<file path="config.mk">
export PLATFORM = sky130hd
export DESIGN_NAME = seq_detect_param
export DESIGN_NICKNAME = d
export VERILOG_FILES = /design/src/rtl/seq_detect_pkg.sv /design/src/rtl/seq_window.sv /design/src/rtl/seq_detect_param.sv
export SDC_FILE = /design/constraint.sdc
export NUM_CORES = 1
export LEC_CHECK = 0
export ABC_AREA = 1
export BUFFER_PORTS_ARGS = -buffer_cell sky130_fd_sc_hd__buf_4
export CORE_ASPECT_RATIO = 1.1
export CORE_MARGIN = 3
export CORE_UTILIZATION = 60
export CTS_CLUSTER_SIZE = 20
export DETAILED_ROUTE_END_ITERATION = 8
export MAX_ROUTING_LAYER = met4
export PLACE_DENSITY_LB_ADDON = 0.12
export SKIP_CTS_REPAIR_TIMING = 1
export SLEW_MARGIN = 20
export SYNTH_ARGS = -nofsm -noshare
export SYNTH_HDL_FRONTEND = slang
export SYNTH_SLANG_ARGS = --single-unit
</file>
<file path="constraint.sdc">
create_clock -name clk -period 3.3 [get_ports clk]
set_input_delay 0.66 -clock clk [delete_from_list [all_inputs] [get_ports clk]]
set_output_delay 0.66 -clock clk [all_outputs]
set_load 0.05 [all_outputs]
</file>
<file path="src/rtl/seq_detect_pkg.sv">
// Shared types and constants for the parametrised serial pattern detector.
package seq_detect_pkg;

  typedef enum logic {
    ST_FILL = 1'b0,
    ST_HUNT = 1'b1
  } state_e;

  localparam logic [31:0] DEF_PAT = 32'b1001;
  localparam int          DEF_LEN = 4;

  // Width needed to hold a pattern length of 0..max_len.
  function automatic int len_w(input int max_len);
    return $clog2(max_len + 1);
  endfunction

endpackage

</file>
<file path="src/rtl/seq_window.sv">
// Serial shift window with a length-masked compare against the programmed pattern.
module seq_window #(
  parameter int MAX_LEN = 8,
  parameter int LEN_W   = 4
) (
  input  logic               clk,
  input  logic               rst,
  input  logic               shift_en,
  input  logic               clear,
  input  logic               data_in,
  input  logic [MAX_LEN-1:0] pat,
  input  logic [LEN_W-1:0]   len,
  output logic               match_raw
);

  // The incoming bit completes the window, so only MAX_LEN-1 history bits are kept.
  logic [MAX_LEN-2:0] win_q, win_d;
  logic [MAX_LEN-1:0] cand;
  logic [MAX_LEN-1:0] mask;

  always_comb begin
    cand  = {win_q, data_in};
    win_d = win_q;
    if (clear) begin
      win_d = '0;
    end else if (shift_en) begin
      win_d = cand[MAX_LEN-2:0];
    end
    mask = '0;
    for (int i = 0; i < MAX_LEN; i++) begin
      mask[i] = (LEN_W'(i) < len);
    end
    match_raw = (((cand ^ pat) & mask) == '0);
  end

  always_ff @(posedge clk) begin
    if (rst) begin
      win_q <= '0;
    end else begin
      win_q <= win_d;
    end
  end

endmodule

</file>
<file path="src/rtl/seq_detect_param.sv">
// Programmable serial pattern detector with overlap control.
// Optional saturating match counter enabled by defining SEQ_DET_CNT_EN.
//
//   state   | meaning
//   ST_FILL | fewer than len valid bits held since reset/load/restart
//   ST_HUNT | window full, compare on every valid bit
module seq_detect_param
  import seq_detect_pkg::*;
#(
  parameter int                 MAX_LEN = 8,
  parameter logic [MAX_LEN-1:0] RST_PAT = DEF_PAT[MAX_LEN-1:0],
  parameter int                 RST_LEN = DEF_LEN,
  parameter int                 CNT_W   = 8
) (
  input  logic                       clk,
  input  logic                       rst,
  input  logic                       data_in,
  input  logic                       din_vld,
  input  logic                       cfg_load,
  input  logic [MAX_LEN-1:0]         cfg_pat,
  input  logic [len_w(MAX_LEN)-1:0]  cfg_len,
  input  logic                       overlap,
  output logic                       data_out,
  output logic                       busy
`ifdef SEQ_DET_CNT_EN
  ,
  output logic [CNT_W-1:0]           match_cnt
`endif
);

  localparam int LEN_W = len_w(MAX_LEN);

  state_e             state_q, state_d;
  logic [LEN_W-1:0]   fill_q, fill_d;
  logic [LEN_W-1:0]   len_q, len_d;
  logic [MAX_LEN-1:0] pat_q, pat_d;
  logic               data_out_q, data_out_d;
  logic [LEN_W-1:0]   len_clamp;
  logic               shift_en;
  logic               full;
  logic               match_raw;
  logic               match;

  seq_window #(
    .MAX_LEN (MAX_LEN),
    .LEN_W   (LEN_W)
  ) u_window (
    .clk       (clk),
    .rst       (rst),
    .shift_en  (shift_en),
    .clear     (cfg_load),
    .data_in   (data_in),
    .pat       (pat_q),
    .len       (len_q),
    .match_raw (match_raw)
  );

  always_comb begin
    len_clamp = cfg_len;
    if (cfg_len < LEN_W'(2)) begin
      len_clamp = LEN_W'(2);
    end else if (cfg_len > LEN_W'(MAX_LEN)) begin
      len_clamp = LEN_W'(MAX_LEN);
    end
  end

  // A load discards the bit presented in the same cycle.
  always_comb begin
    shift_en   = din_vld & ~cfg_load;
    full       = (fill_q >= len_q - 1'b1);
    match      = shift_en & full & match_raw;
    state_d    = state_q;
    fill_d     = fill_q;
    len_d      = len_q;
    pat_d      = pat_q;
    data_out_d = match;
    if (cfg_load) begin
      pat_d   = cfg_pat;
      len_d   = len_clamp;
      fill_d  = '0;
      state_d = ST_FILL;
    end else if (din_vld) begin
      if (match && !overlap) begin
        fill_d  = '0;
        state_d = ST_FILL;
      end else if (full) begin
        fill_d  = len_q;
        state_d = ST_HUNT;
      end else begin
        fill_d  = fill_q + 1'b1;
      end
    end
  end

  always_ff @(posedge clk) begin
    if (rst) begin
      state_q    <= ST_FILL;
      fill_q     <= '0;
      len_q      <= LEN_W'(RST_LEN);
      pat_q      <= RST_PAT;
      data_out_q <= 1'b0;
    end else begin
      state_q    <= state_d;
      fill_q     <= fill_d;
      len_q      <= len_d;
      pat_q      <= pat_d;
      data_out_q <= data_out_d;
    end
  end

  assign data_out = data_out_q;
  assign busy     = (state_q == ST_FILL);

`ifdef SEQ_DET_CNT_EN
  logic [CNT_W-1:0] cnt_q, cnt_d;

  // Counts on the same edge that raises data_out, so the count tracks the pulse.
  always_comb begin
    cnt_d = cnt_q;
    if (cfg_load) begin
      cnt_d = '0;
    end else if (match && (cnt_q != {CNT_W{1'b1}})) begin
      cnt_d = cnt_q + 1'b1;
    end
  end

  always_ff @(posedge clk) begin
    if (rst) begin
      cnt_q <= '0;
    end else begin
      cnt_q <= cnt_d;
    end
  end

  assign match_cnt = cnt_q;
`endif

endmodule

</file>
### After elaboration in Yosys (flattened, before gate mapping)

Cells that the tools add are included.

| operators by class | value |
|---|---|
| add/subtract/negate cells | 2 |
| multipliers | 0 |
| div/mod/pow operators | 0 |
| $lt $le $gt $ge | 11 |
| equality and inequality tests | 0 |
| shifts and indexed selects | 0 |
| multiplexer cells | 6 |
| bitwise operators | 7 |
| reduce and logical (&&, ||, !) cells | 6 |

Operators by type and width:

| cell | number |
|---|---|
| 3-bit by 4-bit less-than comparator with 1-bit output, first input constant | 4 |
| 4-bit two-way mux | 4 |
| 8-bit bitwise AND | 1 |
| 8-bit logical NOT | 1 |
| 1-bit by 4-bit less-than comparator with 1-bit output, first input constant | 2 |
| 2-bit by 4-bit less-than comparator with 1-bit output, first input constant | 2 |
| 8-bit bitwise XOR | 1 |
| 4-bit by 1-bit adder with 4-bit output, second input constant | 1 |
| 4-bit greater-or-equal comparator | 1 |
| 4-bit greater-than comparator, second input constant | 1 |
| 4-bit by 2-bit less-than comparator with 1-bit output, second input constant | 1 |
| 4-bit by 1-bit subtractor with 4-bit output, second input constant | 1 |
| 1-bit bitwise AND | 3 |
| 1-bit two-way mux | 2 |
| 1-bit NOT | 2 |
| 2-bit AND reduction | 1 |
| 2-bit nonzero test | 1 |
| 2-bit OR reduction | 1 |
| 1-bit logical AND | 1 |
| 1-bit logical NOT | 1 |

| word-level totals | value |
|---|---|
| register bits | 25 |
| latch bits | 0 |
| bits in writable memories | 0 |
| memory bits (read-only) | 0 |
| input port bits | 18 |
| output and inout port bits | 2 |
| word-level logic and storage cells | 38 |
| memories | 0 |

### Depth between registers and ports, before layout

| logic depth | value |
|---|---|
| depth in word-level cells | 7 |
| gate-level depth with buffers | 14 |
| mapped depth without buffers | 14 |

### Hierarchy

A second synthesis with hierarchy kept.

| unflattened totals | value |
|---|---|
| cells, all modules | 216 |
| area, all modules | 1441.4 µm² |

Modules (own cells, without submodules):

| module | instances | cells an instance | area each (µm²) | sequential area each (µm²) |
|---|---|---|---|---|
| seq_detect_param | 1 | 124 | 929.6 | 360.3 |
| seq_window | 1 | 92 | 511.7 | 140.1 |

### Worst setup path after synthesis

No wires, ideal clock.

| timing | value |
|---|---|
| path type | register -> register |
| from | register len_q[0] |
| to | register state_q |
| setup time | 0.115 ns |
| arrival time | 1.762 ns |
| data required time | 3.185 ns |
| setup slack | 1.423 ns |
| cell stages (with the launch flop) | 13 |
| path buffers | 0 |
| clock period less this slack | 1.877 ns |
| cell sequence | dfxtp_1 -> inv_1 -> ha_1 -> xnor2_1 -> ha_1 -> nand2_2 -> inv_2 -> nand2_2 -> nand2_1 -> nor2_4 -> nor2_4 -> nand3_4 -> and3_1 |

| on the way | value |
|---|---|
| longest elaborated chain between the ends | 7 |
| elaborated cells on any way between the ends | 18 |
| classes of those cells | add/sub (1); order compare (9); mux (1); bitwise (3); reduce/logical (4) |

RTL lines:

| element | RTL line | RTL |
|---|---|---|
| start, declared | seq_detect_param.sv:35 | `logic [LEN_W-1:0] len_q, len_d;` |
| start signal, assigned | seq_detect_param.sv:99 | `len_q <= LEN_W'(RST_LEN);` |
| start signal, assigned | seq_detect_param.sv:105 | `len_q <= len_d;` |
| 4-bit by 1-bit subtractor with 4-bit output (tied with other cells) | seq_detect_param.sv:70 | `full = (fill_q >= len_q - 1'b1);` |
| 4-bit greater-or-equal comparator / 8-bit bitwise AND (equally long branches) | seq_detect_param.sv:70, seq_window.sv:33 |  |
| 1-bit bitwise AND / 8-bit logical NOT (equally long branches) | seq_detect_param.sv:71, seq_window.sv:33 |  |
| 1-bit bitwise AND | seq_detect_param.sv:71 | `match = shift_en & full & match_raw;` |
| 1-bit logical AND | seq_detect_param.sv:83 | `if (match && !overlap) begin` |
| 2-bit nonzero test (no line) | - |  |
| 2-bit AND reduction (no line) | - |  |
| end signal, assigned | seq_detect_param.sv:103 | `state_q <= state_d;` |
| end, declared | seq_detect_param.sv:33 | `state_e state_q, state_d;` |

Several ways; a longest one is shown, not always the timed one.
A chain may end at the register's enable or synchronous reset.

### Worst setup path in the final report

| timing | value |
|---|---|
| from | register len_q[0] |
| to | register fill_q[1] |

| on the way | value |
|---|---|
| longest elaborated chain between the ends | 6 |
| elaborated cells on any way between the ends | 17 |
| classes of those cells | add/sub (1); order compare (9); mux (2); bitwise (3); reduce/logical (2) |

RTL lines:

| element | RTL line | RTL |
|---|---|---|
| 4-bit by 1-bit subtractor with 4-bit output (tied with other cells) | seq_detect_param.sv:70 |  |
| 4-bit greater-or-equal comparator / 8-bit bitwise AND (equally long branches) | seq_detect_param.sv:70, seq_window.sv:33 |  |
| 1-bit bitwise AND / 8-bit logical NOT (equally long branches) | seq_detect_param.sv:71, seq_window.sv:33 |  |
| 1-bit bitwise AND | seq_detect_param.sv:71 |  |
| 1-bit logical AND | seq_detect_param.sv:83 |  |
| 4-bit two-way mux * | seq_detect_param.sv:83 |  |
| end signal, assigned | seq_detect_param.sv:104 | `fill_q <= fill_d;` |
| end, declared | seq_detect_param.sv:34 | `logic [LEN_W-1:0] fill_q, fill_d;` |

Mark *: on every way between the ends. The rest lies on a longest branch, timed or not.

==> summary.txt <==
Run status
  – Status: finished clean

Drt
  – Vias/cell: 5.47
  – Total iterations of the first detailed-routing run: 8
  – DRT antenna net count: 0
  – Drt total wl: 3140 µm
  – Vias: 1340
  – Drt drc: 0
  – WL per Instance: 12.8 µm
  – Initial DRC count: 24

Worst setup path
  – CP bufs+invs: 2
  – Max FO, Critical Path: 4
  – R2R depth: 13
  – Worst path depth: 13
  – Origin of the worst setup path: len_q[0]$_SDFFE_PP0P_
  – CP Class: reg2reg
  – Worst path cell trace: inv_1 > ha_1 > xnor2_1 > ha_1 > nand2_2 > inv_2 > nand2_2 > nand2_1 > nor2_4 > nand2_1 > o21ai_0 > nand2_1 > a21oi_2
  – Critical Path RT: 3.57 ns
  – Arr. time, crit path: about 2.5 ns
  – CP dominant cell by count: nand2_1
  – Worst r2r src: len_q[0]$_SDFFE_PP0P_
  – CP Capture Type: flip-flop
  – Worst path max stage delay: 0.45 ns
  – CP max-delay cell: dfxtp_1
  – Crit-path leading delay family: simple AND/OR/NAND/NOR gates
  – Critical path startpoint category: flip-flop

Power and ir drop
  – Internal power: 412 µW
  – Clock Power Share: about a quarter
  – LEAKAGE: approximately 0.00075 µW
  – Worst vdd ir: about 0.32 mV
  – NetSw: 185 µW
  – Net Sw Frac: a little under a third
  – Combinational Power Share: 20.9%
  – Pwr dens: 366 nW/µm²
  – Sequential share of power: 54.9%

Min path
  – Worst hold path depth: 2
  – Worst hold start: pat_q[5]$_SDFFE_PP0P_
  – Min-Delay Path Class: reg2reg

STA
  – Hold Fails Final Rpt: 0
  – Clk_skew: 0.00923 ns
  – Slew headroom: 57.5%
  – Period utilization: roughly 66%
  – Worst Tran Pin Value: 0.634 ns
  – Final setup fails: 0
  – Final min period: 2.18 ns
  – Max-slew violations: 0
  – Unrepaired setup endpoints after global routing: no
  – Max Clock Freq: 459 MHz
  – TNS Setup: 0 ns

Place
  – GP Congestion: ~0.87
  – Final HPWL DP: 2430 µm
  – Port buffer count: 19

GRT
  – Largest net degree at the start of global routing: 16
  – Antenna violations before repair: 0
  – Global route total overflow: 0
  – GRT Util Overall: 24.3%
  – Vias in the first global route: 1313
  – First-pass GRT wire length: 5350 µm

Yosys
  – Post-synth net total: roughly 220
  – Distinct cells, synth: 27
  – Synth Register Bits: 25
  – Syn avg cell area: 7.29 µm²
  – Synth warn: 0
  – Seq/Total Area, Yosys: between 30% and 40%
  – Cell Area, Synth: 1440 µm²
  – Cells after synthesis: 197

Floorplanning
  – Initial core utilization: 67.5%
  – Die height: 57.3 µm
  – Core area: 2130 µm²
  – IO Count: 20
  – Die area: slightly above 3000 µm²
  – Die W: 52.7 µm
  – Num rows: 17

Final layout
  – Area growth from synthesis to layout: 13.3%
  – Post-layout util: around 77%
  – Ant. Diodes: 0
  – Layout cells sized above 1: between 20% and 30%
  – NumNets Final: 244

Clocking
  – TritonCTS Buffers: 3
  – Root buffer cell: clkbuf_4
  – H-tree Lvls: 1
  – CTS sink count: 25
  – Clk slew on worst S/H paths: 0.15 ns
  – Clock latency on the worst-skew pair: 0.33 ns
  – CTS tree: yes
  – CTS Buffer Depth: 2

Run
  – Maxcap violations: 0
## routing by layer
layer / global-route usage (%) / vias up / wire length, µm / part of all wire (%)
met3: 6.53 / 12 / 158 / 5.0
met5: - / - / 0 / 0
met2: 41.1 / 40 / 1650 / 53
li1: - / 666 / - / -
met4: 11.3 / 0 / 104 / 3.3
met1: 25.6 / 622 / 1230 / 39
## flip-flops by register name (all words and copies together), names as in the netlist
name            cells
state_q             1
u_window.win_q      7
len_q               4
pat_q               8
fill_q              4
data_out            1
## cell families (layout without fill, tap and decap cells)
logic type | count (synthesis) | count (layout) | share of synthesized area (%)
AND/OR/NAND/NOR | 75 | 75 | 26.4
AO/OA/AOI/OAI | 48 | 48 | 19.0
buffers and inverters | 36 | 56 | 9.76
flip-flops | 25 | 25 | 34.8
adder cells (fa/ha/maj) | 8 | 8 | 6.97
XOR/XNOR | 5 | 5 | 3.05
## power by group through the flow
stage,clock (µW),sequential [µW],combinational (µW)
floorplan,0,331,88.1
global placement,0,333,119
detailed placement,0,334,124
CTS,147,327,125
global route,167,329,140
finish,144,327,125
## final timing paths
kind	slack (ns)	end
max	1.12	fill_q[1]$_SDFFE_PP0P_
min	0.48	pat_q[5]$_SDFFE_PP0P_
max reg2reg	1.12	fill_q[1]$_SDFFE_PP0P_
min reg2reg	0.48	pat_q[5]$_SDFFE_PP0P_
## final cells by class
cell class | instances | area (µm²)
inverters | 33 | 124
fillers | 168 | 499
clock buffers | 3 | 22.5
clock inverters | 1 | 7.51
repair buffers | 19 | 143
flip-flops and latches | 25 | 500
multi-input cells | 136 | 796
well taps | 28 | 35.0
## cells in the mapped netlist (all sizes together)
cell type,number,share of area (%)
nand2,54,16
inv,33,8.6
dfxtp,25,35
o21ai,23,8.0
a21oi,20,8.5
nor2,12,5.4
ha,8,7.0
nand3,7,3.7
xor2,3,1.8
buf,2,0.87
o211ai,2,1.0
o22ai,2,0.87
xnor2,2,1.2
a211oi,1,0.52
and3,1,0.44
clkbuf,1,0.26
nand3b,1,1.4
## metrics by stage
stage          instance area (µm²)  hold WS (ns)  instances  setup slack [ns]  power (µW)
2_1_floorplan                 1440         0.444        197              1.42         419
3_3_place_gp                  1600         0.457        241              1.21         452
3_5_place_dp                  1600         0.463        241              1.16         457
4_1_cts                       1630         0.483        245              1.13         599
5_1_grt                       1630         0.505        245             0.955         637
6_report                      1630         0.481        245              1.12         597
## tightest hold or removal path, cell delays in order, from the launching register on
cell     delay (ns)
dfxtp_1        0.33
inv_1          0.06
a21oi_1        0.06
## placed cells by master, fill, tap and decap left out, types with 3 or more instances in the layout
| cell type | n |
|---|---|
| nand2_1 | 48 |
| inv_1 | 29 |
| dfxtp_1 | 25 |
| o21ai_0 | 20 |
| buf_4 | 19 |
| a21oi_1 | 14 |
| ha_1 | 8 |
| nor2_1 | 7 |
| a21oi_2 | 6 |
| nand3_1 | 5 |
| nand2_2 | 5 |
| inv_2 | 4 |
| nor2_4 | 4 |
| xor2_1 | 3 |
| o21ai_1 | 3 |
| clkbuf_4 | 3 |
No activity file was read; power rests on OpenSTA's default activity.
